$ cat src/rtl/bit_scan_encoder_pkg.sv
// Shared types and helpers for the bit scan encoder: the 1-bit scan state
// encoding and a constant-evaluable clog2 used to size index ports.
package bit_scan_encoder_pkg;

  typedef enum logic {
    IDLE = 1'b0,
    SCAN = 1'b1
  } state_t;

  function automatic int clog2(input int value);
    int r;
    r = 0;
    while ((1 << r) < value) r++;
    return r;
  endfunction

endpackage

$ cat src/rtl/bit_scan_encoder_prio_enc.sv
// Combinational W-to-IDXW priority encoder. MSB_FIRST selects whether the
// highest or the lowest set bit wins; none flags an all-zero input.
module prio_enc #(
  parameter int W         = 8,
  parameter int IDXW      = 3,
  parameter bit MSB_FIRST = 1'b1
) (
  input  logic [W-1:0]    vec,
  output logic [IDXW-1:0] idx,
  output logic            none
);

  // Later hits overwrite earlier ones, so the loop direction picks the winner.
  always_comb begin
    idx  = '0;
    none = 1'b1;
    if (MSB_FIRST) begin
      for (int i = 0; i < W; i++) begin
        if (vec[i]) begin
          idx  = IDXW'(i);
          none = 1'b0;
        end
      end
    end else begin
      for (int i = W - 1; i >= 0; i--) begin
        if (vec[i]) begin
          idx  = IDXW'(i);
          none = 1'b0;
        end
      end
    end
  end

endmodule

$ cat src/rtl/bit_scan_encoder.sv
// Sequential bit scan encoder: accepts a W-bit vector and emits the index of
// each set bit, one per output handshake, in priority order.
module bit_scan_encoder
  import bit_scan_encoder_pkg::*;
#(
  parameter int W         = 8,
  parameter int IDXW      = clog2(W),
  parameter bit MSB_FIRST = 1'b1
) (
  input  logic            clk,
  input  logic            rst_n,
  input  logic            en,
  input  logic            in_valid,
  output logic            in_ready,
  input  logic [W-1:0]    in_vec,
  output logic            out_valid,
  input  logic            out_ready,
  output logic [IDXW-1:0] out_idx,
  output logic            out_last,
  output logic            zero_pulse,
  output logic [IDXW:0]   bit_cnt
);

  state_t          state;
  logic [W-1:0]    pending;
  logic [IDXW-1:0] enc_idx;
  logic            enc_none;
  logic            is_last;
  logic [W-1:0]    clear_mask;

  function automatic logic [IDXW:0] popcount(input logic [W-1:0] v);
    logic [IDXW:0] cnt;
    cnt = '0;
    for (int i = 0; i < W; i++) cnt = cnt + (IDXW + 1)'(v[i]);
    return cnt;
  endfunction

  prio_enc #(
    .W         (W),
    .IDXW      (IDXW),
    .MSB_FIRST (MSB_FIRST)
  ) u_prio_enc (
    .vec  (pending),
    .idx  (enc_idx),
    .none (enc_none)
  );

  // A single remaining bit means the current index closes out the vector.
  assign is_last    = !enc_none && ((pending & (pending - W'(1))) == '0);
  assign clear_mask = W'(1) << enc_idx;

  assign in_ready  = rst_n && en && (state == IDLE);
  assign out_valid = (state == SCAN);
  assign out_idx   = out_valid ? enc_idx : '0;
  assign out_last  = out_valid && is_last;

  always_ff @(posedge clk) begin
    if (!rst_n) begin
      state      <= IDLE;
      pending    <= '0;
      zero_pulse <= 1'b0;
      bit_cnt    <= '0;
    end else begin
      zero_pulse <= 1'b0;
      case (state)
        IDLE: begin
          if (in_valid && en) begin
            if (in_vec != '0) begin
              pending <= in_vec;
              bit_cnt <= popcount(in_vec);
              state   <= SCAN;
            end else begin
              zero_pulse <= 1'b1;
              bit_cnt    <= '0;
            end
          end
        end
        SCAN: begin
          // Dropping en abandons the rest of the vector; bit_cnt is kept.
          if (!en) begin
            pending <= '0;
            state   <= IDLE;
          end else if (out_ready) begin
            pending <= pending & ~clear_mask;
            if (is_last) state <= IDLE;
          end
        end
      endcase
    end
  end

endmodule
$ cat config.mk
export PLATFORM = sky130hd
export DESIGN_NAME = bit_scan_encoder
export DESIGN_NICKNAME = d
export VERILOG_FILES = /design/src/rtl/bit_scan_encoder_pkg.sv /design/src/rtl/bit_scan_encoder_prio_enc.sv /design/src/rtl/bit_scan_encoder.sv
export SDC_FILE = /design/constraint.sdc
export NUM_CORES = 1
export LEC_CHECK = 0
export CAP_MARGIN = 20
export CELL_PAD_IN_SITES_DETAIL_PLACEMENT = 1
export CELL_PAD_IN_SITES_GLOBAL_PLACEMENT = 2
export CORE_ASPECT_RATIO = 1.75
export CORE_MARGIN = 2
export CORE_UTILIZATION = 27
export DETAILED_ROUTE_END_ITERATION = 8
export GPL_TIMING_DRIVEN = 0
export PLACE_DENSITY = 0.85
export SETUP_SLACK_MARGIN = 0.05
export SLEW_MARGIN = 10
export SYNTH_ARGS = -nofsm -noshare
export SYNTH_HDL_FRONTEND = slang
export SYNTH_SLANG_ARGS = --single-unit
$ cat constraint.sdc
create_clock -name clk -period 4.2 [get_ports clk]
set_clock_uncertainty 0.1 [all_clocks]
set_input_delay 0.63 -clock clk [delete_from_list [all_inputs] [get_ports clk]]
set_output_delay 0.63 -clock clk [all_outputs]
set_load 0.03 [all_outputs]
# Word level (Yosys, flattened, before mapping)
# Index checks and enable logic that the tools add are counted.
dict set report totals {
  ff_bits 14
  latchBits 0
  ram_bits 0
  romBits 0
  inputBits 13
  output_inout_bits 11
  memories 0
}
dict set report classes {
  addsub 8
  n_mul 0
  n_div 0
  magnitude_cmp 0
  eq_ne 3
  shifts 1
  muxes 29
  n_bitwise 6
  n_reduce_logical 11
}
# operator count
set ops {}
lappend ops {{8-bit two-way mux} 4}
lappend ops {{4-bit by 1-bit adder with 4-bit output} 4}
lappend ops {{8-bit AND} 2}
lappend ops {{8-bit case mux with 2 select lines} 1}
lappend ops {{1-bit two-way mux} 15}
lappend ops {{3-bit two-way mux} 5}
lappend ops {{8-bit zero test} 1}
lappend ops {{8-bit NOT} 1}
lappend ops {{8-bit nonzero test} 1}
lappend ops {{1-bit by 3-bit << shifter with 8-bit output (first input constant)} 1}
lappend ops {{8-bit by 1-bit subtractor with 8-bit output (second input constant)} 1}
lappend ops {{1-bit logical AND} 5}
lappend ops {{3-bit by 1-bit adder with 4-bit output} 1}
lappend ops {{2-bit two-way mux} 2}
lappend ops {{4-bit two-way mux} 1}
lappend ops {{2-bit by 1-bit != test with 1-bit output (second input constant)} 2}
lappend ops {{2-bit by 1-bit adder with 3-bit output} 1}
lappend ops {{3-bit != test (second input constant)} 1}
lappend ops {{1-bit NOT} 3}
lappend ops {{3-bit AND reduction} 1}
lappend ops {{3-bit OR reduction} 1}
lappend ops {{1-bit by 1-bit adder with 2-bit output} 1}
lappend ops {{1-bit case mux with 2 select lines} 1}
lappend ops {{2-bit AND reduction} 1}
lappend ops {{1-bit zero test} 1}

# Longest topological paths before layout
# Gate-level depths: netlist (run 1).
dict set report logic_depth {
  depth_word 14
  ltp_mapped 10
  ltp_nobuf 10
}

# By module
# A second synthesis (run 1) with hierarchy kept.
dict set report unflattened {
  cells_unflattened 118
  area_unflattened_um2 1027.2
}
# mod n_inst cells_each area_per_inst_um2 seq_area_each_um2
set by_module_without_submodules {}
lappend by_module_without_submodules {bit_scan_encoder 1 107 959.7 280.3}
lappend by_module_without_submodules {prio_enc 1 11 67.6 0.0}

# Least setup slack after synthesis (run 1)
# No wires, ideal clock.
dict set report synth_timing {
  kind {in2reg}
  start {in in_vec[0]}
  end {reg bit_cnt[2]}
  t_arrival_ns 3.060
  required_time_ns 3.985
  slack_ns 0.925
  cell_stages 10
  cell_sequence {fa_1 inv_1 fa_1 fa_1 inv_1 ha_1 fa_1 xnor2_1 o21ai_1 and2_1}
}
dict set report synth_via {
  elab_chain_len 8
  word_cells_on_any_way 9
  cone_classes {7 x add/sub; 1 x mux; 1 x reduce/logical}
}
# element line
set synth_lines {}
lappend synth_lines {{start: declaration} bit_scan_encoder.sv:15} ;# input logic [W-1:0] in_vec,
lappend synth_lines {{1-bit by 1-bit adder with 2-bit output} bit_scan_encoder.sv:34} ;# for (int i = 0; i < W; i++) cnt = cnt + (IDXW + 1)'(v[i]);
lappend synth_lines {{2-bit by 1-bit adder with 3-bit output} bit_scan_encoder.sv:34}
lappend synth_lines {{3-bit by 1-bit adder with 4-bit output} bit_scan_encoder.sv:34}
lappend synth_lines {{4-bit by 1-bit adder with 4-bit output (4 in a row)} bit_scan_encoder.sv:34}
lappend synth_lines {{4-bit two-way mux (*)} bit_scan_encoder.sv:68} ;# if (in_vec != '0) begin
lappend synth_lines {{end signal: assignment} bit_scan_encoder.sv:70} ;# bit_cnt <= popcount(in_vec);
lappend synth_lines {{end: declaration} bit_scan_encoder.sv:21} ;# output logic [IDXW:0] bit_cnt
# Every way passes the cells marked *; elsewhere a longest branch is shown, timed or not.
# A chain may end at the register's enable or synchronous reset.

# Worst setup path in the final report (run 1)
dict set report layout_timing {
  start {in in_vec[3]}
  end {reg bit_cnt[2]}
}
dict set report layout_via {
  elab_chain_len 6
  word_cells_on_any_way 7
  cone_classes {5 x add/sub; 1 x mux; 1 x reduce/logical}
}
# element line
set layout_lines {}
lappend layout_lines {{3-bit by 1-bit adder with 4-bit output} bit_scan_encoder.sv:34}
lappend layout_lines {{4-bit by 1-bit adder with 4-bit output (4 in a row)} bit_scan_encoder.sv:34}
lappend layout_lines {{4-bit two-way mux (*)} bit_scan_encoder.sv:68}
# Marks and branches as above.

==> reports/qor.yml, run 1 <==
worstSetupPathType: "in2reg"
cp_slowest_stage_delay_ps: 630
path_cells: "clkdlybuf4s50_1, fa_1, inv_1, fa_1, fa_1, inv_1, ha_1, fa_1, xnor2_1, o21ai_1, and2_1"
cts-root-buf: "clkbuf_8"
drc_errors: 0
cp_num_cells: 11
clkTransAtPathRegs_ps: 60
yosysTopAreaCell: "dfxtp_1"
synthTopCellsByArea: "dfxtp_1 (28%), fa_1 (8.0%), inv_1 (5.3%)"
synth_area_um2: 996
ys_seq_area_share_pct: 28.1
diodes: 0
worst_ep_arrival_time_ps: 3720
dieArea_mm2: 0.00421
clock_latency_ps: 250
reg2reg_depth: 5
period_minus_slack_ps: 3670
hold_depth: 2
multi_input_area_um2: 641
grt_pass1_vias: 1081
cts_max_level: 1
wire_per_inst_um: 14.7
setup_viol: 0
tightest_slew_ps: 639
dr_total_vias: 1017
totalWireLength_um: 2920
max_freq_ghz: 0.272
netlist.area_leader.share_pct: 28.1
rsz0062_at_grt: "no"
critPathLaunchType: "input port"
p_leak_nw: 0.508
rows: 29
cap_violations: 0
maxSlewViolCount: 0
hold_viol_final: 0
hpwl_um: 2530
synthCells: 126
syn2layout_area_growth_pct: 34.4
antenna_left: 0
grt_pass1_wl_um: 5070
synth_seq_cells: 14
ctsHoldBuffers: 0
cts_buffers: 3
cts_setup_buffers: 0
final.period_utilization_pct: 87.5
slowest_stage: "clkdlybuf4s50_1"
syn_area_per_cell_um2: 7.90
ys_warn_count: 0
place_congestion: 0.832
vias_per_cell: 5.11
grt_remaining_overflow: 0
fp.dieW_um: 49.9
critical_path_peak_fanout: 5
final_nets: 175
power.density_mw_per_mm2: 312
slew_headroom_pct: 57.3
synth_cell_type_count: 35
cts_sinks: 14
grt_max_degree: 11
core_mm2: 0.00359
path_buf_inv: 3
status: "finished clean"
drive_above_1_share_pct: 5.23
place_ws_ps: 238
grtUsageTotal_pct: 15.8
setup_tns_ps: 0
fill_cells: 449
ir_drop_mv: 0.160
worst_setup_path_end_kind: "register"
cts_resized: 0
first_iter_violations: 17
critPathRequiredTime_ps: 4250
critPathMostFrequentCell: "fa_1"
hp-class: "reg2reg"
fin_ws_ps: 526
synth.net_count: 147
seq_area_um2: 280
cts_tree: "yes"
io-pin-count: 24
die_height_um: 84.3
crit_family: "adder cells"
start_util_pct: 27.7
portBuffers: 23
antenna_found_initial: 0
clk_path_buf_depth: 2
firstDrtPassIters: 4
metal layers:
layer  GRT usage, %  vias to the layer above  share of wire, %
li1               -                      496                 -
met1           14.7                      500                35
met2           31.9                       16                61
met3           1.78                        5               1.9
met4           7.58                        0               2.2
met5              0                        -                 0
Yosys cell counts:
| cell type | n |
|---|---|
| nor3b_1 | 1 |
| a22oi_1 | 3 |
| o21a_1 | 1 |
| xnor2_1 | 2 |
| o41a_2 | 1 |
| a32oi_1 | 1 |
| o41ai_1 | 1 |
| and3_1 | 2 |
| o21ba_2 | 1 |
| nand2_1 | 12 |
| dfxtp_1 | 14 |
| nor2b_1 | 3 |
| a21o_1 | 1 |
| a41oi_1 | 1 |
| or4b_4 | 1 |
| fa_1 | 4 |
| o21ai_1 | 4 |
| o41ai_4 | 1 |
| ha_1 | 4 |
| a31oi_1 | 3 |
| nand3_1 | 8 |
| nor2_1 | 6 |
| nand3b_1 | 1 |
| a211oi_1 | 1 |
| and2_1 | 1 |
| a21boi_0 | 3 |
| clkbuf_1 | 6 |
| nor3_1 | 3 |
| nand2b_1 | 1 |
| and3b_1 | 1 |
| o21ai_0 | 7 |
| nor4_1 | 2 |
| a21oi_1 | 10 |
| o311ai_0 | 1 |
| inv_1 | 14 |
logic make-up after synthesis:
group	after synthesis	synth area share (%)
AND/OR/NAND/NOR	42	21.7
AO/OA/AOI/OAI	40	27.8
buffers and inverters	20	7.54
flip-flops	14	28.1
adder cells (fa/ha/maj)	8	13.1
XOR/XNOR	2	1.76
worst min-delay path: stages, from the launching register on:
cell	delay (ps)
dfxtp_1	310
nand2_1	50
a21boi_0	70
layout make-up:
type | instances | area share (%)
inverters | 14 | 3.93
clock buffers | 4 | 4.11
flip-flops and latches | 14 | 20.9
plain buffers | 6 | 1.68
repair buffers | 23 | 17.2
multi-input cells | 92 | 47.9
well taps | 46 | 4.30
where the power goes:
group	total (mW)	internal, mW	switching (mW)	leakage (nW)
combinational	0.135	0.0601	0.0747	0.365
sequential	0.148	0.141	0.00697	0.114
clock	0.134	0.0832	0.0510	0.0288
total	0.417	0.284	0.133	0.508
cells in the final DEF, fill, tap and decap left out, types with 4 or more instances in the layout:
master and n:
clkdlybuf4s50_1 23, inv_1 14, dfxtp_1 14, nand2_1 12, a21oi_1 10, nand3_1 8, o21ai_0 7, nor2_1 6
clkbuf_1 6, o21ai_1 4, fa_1 4, ha_1 4, clkbuf_8 4
flip-flops by register name, summed over array words and instances, names as in the netlist:
| signal | cells |
|---|---|
| zero_pulse | 1 |
| pending | 8 |
| bit_cnt | 4 |
| out_valid | 1 |
stage by stage:
step / cell area (um2) / hold slack [ps] / instances / power, mW / util (%)
floorplan: 996 / 359 / 126 / 0.236 / -
global placement: 1280 / 361 / 195 / 0.285 / 35.7
detailed placement: 1280 / 374 / 195 / 0.289 / 35.7
CTS: 1340 / 383 / 199 / 0.425 / 37.3
global route: 1340 / 402 / 199 / 0.451 / 37.3
finish: 1340 / 376 / 199 / 0.417 / 37.3
worst paths after layout:
| kind | startpoint | endpoint | slack, ps |
|---|---|---|---|
| setup / recovery | in_vec[3] | bit_cnt[2] | 530 |
| hold / removal | bit_cnt[3] | bit_cnt[3] | 380 |
| setup reg to reg | out_valid | out_valid | 2420 |
| hold reg to reg | bit_cnt[3] | bit_cnt[3] | 380 |
Note: power is estimated with default switching activity, not from simulation.
==> inputs of run 2 (changes only) <==
SLEW_MARGIN = unset   (was 10)
==> results of run 2 <==
Same layout as run 1: the final DEF is identical, and so are final timing and power.
==> inputs of run 3 (changes only) <==
GPL_ROUTABILITY_DRIVEN = 1   (was unset)
SETUP_SLACK_MARGIN = unset   (was 0.05)
==> results of run 3 <==
Same layout as run 1: the final DEF is identical, and so are final timing and power.
